[config.mk]
export PLATFORM = sky130hd
export DESIGN_NAME = image_load
export DESIGN_NICKNAME = d
export VERILOG_FILES = /design/src/rtl/image_load.sv
export SDC_FILE = /design/constraint.sdc
export NUM_CORES = 1
export LEC_CHECK = 0
export BUFFER_PORTS_ARGS = -buffer_cell sky130_fd_sc_hd__buf_2
export CORE_UTILIZATION = 25
export CTS_CLUSTER_SIZE = 16
export DETAILED_ROUTE_END_ITERATION = 6
export PLACE_DENSITY = 0.51
export SLEW_MARGIN = 20
export SYNTH_ARGS = -nofsm -noshare
export SYNTH_HDL_FRONTEND = slang
export SYNTH_SLANG_ARGS = --single-unit
export TNS_END_PERCENT = 5
[constraint.sdc]
create_clock -name clk -period 12.6 [get_ports clk]
set_input_delay 2.52 -clock clk [delete_from_list [all_inputs] [get_ports clk]]
set_output_delay 2.52 -clock clk [all_outputs]
set_load 0.02 [all_outputs]
[src/rtl/image_load.sv]
// image_load: stream-to-memory loader for the noise-detection image path.
// Takes a 4-byte header (M, N) followed by M*N pixel beats from a valid/ready
// stream and writes each pixel into the image RAM through a registered port.
module image_load #(
    parameter int DATA_WIDTH = 8,
    parameter int ADDR_WIDTH = 8
) (
    input  logic                  clk,
    input  logic                  rst,
    input  logic                  loadEn,
    input  logic [DATA_WIDTH-1:0] in_data,
    input  logic                  in_valid,
    output logic                  in_ready,
    output logic [ADDR_WIDTH-1:0] addr,
    output logic [DATA_WIDTH-1:0] wdata,
    output logic                  we,
    output logic [15:0]           M,
    output logic [15:0]           N,
    output logic [31:0]           dataCount,
    output logic                  loadF,
    output logic                  loadErr
);

    typedef enum logic [2:0] {
        S_IDLE,
        S_HDR,
        S_CHECK,
        S_DATA,
        S_DONE,
        S_ERR
    } state_t;

    // Number of pixels the RAM can hold
    localparam logic [31:0] CAPACITY = 32'd1 << ADDR_WIDTH;

    state_t      state;
    logic [1:0]  hdr_cnt;
    logic [31:0] pix_idx;
    logic        accept;
    logic [31:0] product;

    // Ready depends on state only so the upstream never sees a combinational loop
    assign in_ready = (state == S_HDR) || (state == S_DATA);
    assign accept   = in_valid & in_ready;
    // 16x16 unsigned product always fits in 32 bits
    assign product  = {16'd0, M} * {16'd0, N};

    // Load sequencer: header capture, size check, pixel writes, completion flags
    always_ff @(posedge clk or negedge rst) begin
        if (!rst) begin
            state     <= S_IDLE;
            hdr_cnt   <= 2'd0;
            pix_idx   <= 32'd0;
            addr      <= '0;
            wdata     <= '0;
            we        <= 1'b0;
            M         <= 16'd0;
            N         <= 16'd0;
            dataCount <= 32'd0;
            loadF     <= 1'b0;
            loadErr   <= 1'b0;
        end else begin
            we <= 1'b0;
            case (state)
                S_IDLE: begin
                    if (loadEn) begin
                        state   <= S_HDR;
                        hdr_cnt <= 2'd0;
                        pix_idx <= 32'd0;
                        addr    <= '0;
                        loadF   <= 1'b0;
                        loadErr <= 1'b0;
                    end
                end
                S_HDR: begin
                    if (!loadEn) begin
                        state <= S_IDLE;
                    end else if (accept) begin
                        case (hdr_cnt)
                            2'd0: M[15:8] <= in_data[7:0];
                            2'd1: M[7:0]  <= in_data[7:0];
                            2'd2: N[15:8] <= in_data[7:0];
                            2'd3: N[7:0]  <= in_data[7:0];
                            default: ;
                        endcase
                        hdr_cnt <= hdr_cnt + 2'd1;
                        if (hdr_cnt == 2'd3) begin
                            state <= S_CHECK;
                        end
                    end
                end
                S_CHECK: begin
                    dataCount <= product;
                    if (product > CAPACITY) begin
                        state   <= S_ERR;
                        loadErr <= 1'b1;
                    end else if (product == 32'd0) begin
                        state <= S_DONE;
                        loadF <= 1'b1;
                    end else begin
                        state <= S_DATA;
                    end
                end
                S_DATA: begin
                    // A beat accepted in the abort cycle is still written
                    if (accept) begin
                        we      <= 1'b1;
                        wdata   <= in_data;
                        addr    <= pix_idx[ADDR_WIDTH-1:0];
                        pix_idx <= pix_idx + 32'd1;
                    end
                    if (!loadEn) begin
                        state <= S_IDLE;
                    end else if (accept && (pix_idx == dataCount - 32'd1)) begin
                        state <= S_DONE;
                        loadF <= 1'b1;
                    end
                end
                S_DONE: begin
                    if (!loadEn) begin
                        state <= S_IDLE;
                        loadF <= 1'b0;
                    end
                end
                S_ERR: begin
                    if (!loadEn) begin
                        state   <= S_IDLE;
                        loadErr <= 1'b0;
                    end
                end
                default: state <= S_IDLE;
            endcase
        end
    end

endmodule

==> metrics.cfg <==
[run_status]
status = complete, but fails checks
violations = DRC

[worst_setup_path]
cp_num_cells = 22
worst_r2r_startpoint = M[7]
crit_required_ns = 12.96
r2r-end = state[1]
reg2regPathDepth = 22
rrSetupSlack_ns = 4.94
critPathLaunch = M[7]
worstPathBufferInverterCount = 5
endpoint_kind = flop
crit_top_cell = fa_1
crit_fanout = 18
cpMaxStageDelayCell = dfrtp_1
critical_path.max_stage_delay_ns = 0.91
startpoint_type = flop
crit_chain = nand2_1 > fa_1 > inv_1 > fa_1 > inv_1 > fa_1 > inv_1 > fa_1 > fa_1 > inv_1 > fa_1 > inv_1 > ha_1 > a21oi_1 > o21ai_0 > or3_1 > a21oi_1 > o31a_1 > xnor2_1 > or3_2 > or4_4 > o41ai_2
endpoint = state[1]
crit_type = reg2reg
cp.arrival_ns = 8.02
cp_top_family = adder cells

[global_route]
antenna_found_initial = 0
overflow = 0
grt_first_pass_wirelength_um = 71100
grt_max_degree = 43
grt_pass1_vias = 12600
grt.total_usage = 0.151

[sta]
hold_slack_ns = 0.468
setup_tns_ns = 0
fin_crit_sh = 0.608
setup_viol = 0
max_freq_mhz = 131
drv_slew = 0
worstMarginPinSlew_ns = 0.958
hold_violations = 0
rsz0062_at_grt = false
max_slew_margin = 0.361
finalCriticalPeriod_ns = 7.66
worst_clock_skew_ns = 0.0126

[route]
top_layer_used = met4
wl_um = 44200
drc_errors = 12
firstDrtPassIters = 7
wl_met1_um = 18900
route.met2.wl_um = 21700
avgViaCountPerCell = 4.77
wire_per_inst_um = 17.7
drt-initial-drc-count = 891
route.met3.wl_um = 2310
final_antenna_net_count = 0
num_vias = 11900

[clock_network]
cts_buffers = 17
cts.sinks = 120
clk_path_buf_depth = 2
ctsResizeCount = 0
clk_latency_ns = 0.46
cts_hold_buf = 0
ctsHtreeMaxLevel = 4
cts-root-buf = clkbuf_16
post_cts_buffers = 0
path_clk_slew_ns = 0.07
cts_tree = done

[layout]
num-fill-cells = 6250
syn_to_final_growth_pct = 12.7
drive_above_1_share = 0.117
post-route-util = 0.286
layout.nets = 2028
final_common_cell = nand2_1
diodes = 0
final_cell_mix = nand2_1, inv_1, fa_1, and2_1, dfrtp_1

[synth]
synth.avg_cell_area_sq_um = 9.05
synth.distinct_cells = 73
seq_area_frac_synth = 0.200
synth_top_flop_cell = dfrtp_1
yosysWarningCount = 0
syn_area_sq_um = 15000
async_reset_ff_frac = 1.00
ys_ff_latch = 120
syn_inst = 1657
synth_edf_count = 0
synth_nets = 1973

[run]
maxCapViolations = 0

[floorplan]
row_count = 89
die_h_um = 247
die_w_um = 247
core_sq_um = 59100
ioPinCount = 96
dieArea_sq_um = 61000
start_util = 0.254

[min_path]
min_path_type = reg2reg

[place]
dp_hpwl_um = 34400
place_congestion = 0.855
port_buffers = 95

==> cell type report <==
class	instances	area (sq um)	area share
Timing Repair Buffer	99	508	0.0301
Clock inverter	10	190	0.0113
Clock buffer	21	470	0.0278
Sequential cell	120	3000	0.178
Tap cell	773	967	0.0572
Inverter	239	897	0.0531
Multi-Input combinational cell	1235	10900	0.643
==> synth_stat cells (all sizes together) (10+ instances only) <==
master | n | area, sq um
xnor2 | 44 | 385
or3 | 15 | 95.1
a21oi | 48 | 244
and2 | 123 | 769
mux2 | 48 | 541
dfrtp | 120 | 3000
nor4 | 15 | 100
a21o | 10 | 78.8
xor2 | 36 | 315
nand4 | 16 | 100
ha | 110 | 1380
inv | 238 | 893
nand3 | 31 | 155
nor2 | 58 | 218
nor3 | 30 | 155
o21ai | 63 | 315
clkbuf | 56 | 210
fa | 194 | 3880
nand2 | 244 | 916
nand2b | 10 | 62.6
and3 | 13 | 81.3
o211ai | 10 | 75.1
==> state kept, by name, summed over array words and instances, names as in the netlist <==
register / count
M: 16
N: 16
addr: 8
dataCount: 32
hdr_cnt: 2
loadErr: 1
loadF: 1
pix_idx: 32
state: 3
wdata: 8
we: 1
==> layer usage <==
metal / track usage / up-vias
li1: - / 5496
met1: 0.189 / 6080
met2: 0.254 / 279
met3: 0.0303 / 58
met4: 0.0603 / 0
met5: 0 / -
==> worst reg2reg max path, cell delays in order, from the launching register on <==
cell and delay [ns]:
dfrtp_1 0.91, nand2_1 0.18, fa_1 0.58, inv_1 0.06
fa_1 0.50, inv_1 0.06, fa_1 0.55, inv_1 0.05
fa_1 0.45, fa_1 0.49, inv_1 0.05, fa_1 0.47
inv_1 0.05, ha_1 0.50, a21oi_1 0.13, o21ai_0 0.60
or3_1 0.21, a21oi_1 0.05, o31a_1 0.31, xnor2_1 0.15
or3_2 0.49, or4_4 0.54, o41ai_2 0.21
==> cell families (layout without fill, tap and decap cells) <==
| kind of cell | count (synthesis) | after routing | share of synthesized area |
|---|---|---|---|
| adders and majority gates | 304 | 304 | 0.351 |
| AOI/OAI and AO/OA | 207 | 207 | 0.0910 |
| xor gates and xnor gates | 80 | 80 | 0.0467 |
| buffers and inverters | 302 | 369 | 0.0760 |
| and+or+nand+nor | 588 | 588 | 0.194 |
| DFF | 120 | 120 | 0.200 |
| muxes | 56 | 56 | 0.0414 |
==> stage by stage <==
| step | worst slack, ns | area (sq um) | cells |
|---|---|---|---|
| global route | 4.55 | 16900 | 2497 |
| finish | 4.94 | 16900 | 2497 |
| global placement | 5.05 | 16200 | 2466 |
| CTS | 5.04 | 16900 | 2497 |
| detailed placement | 5.04 | 16200 | 2466 |
| floorplan | 5.66 | 15000 | 1657 |
==> worst min-delay path by stage <==
stage / start / to / slack, ns / cells past startpoint
floorplan: pix_idx[0] / pix_idx[0] / 0.51 / 1
global placement: wdata[1] / wdata[1] / 0.45 / 2
detailed placement: wdata[7] / wdata[7] / 0.46 / 2
CTS: wdata[7] / wdata[7] / 0.47 / 2
global route: wdata[1] / wdata[1] / 0.50 / 2
finish: wdata[7] / wdata[7] / 0.47 / 2
Power is not shown: default switching activity piles up to over one toggle a cycle in this logic, so the estimate is an artifact.
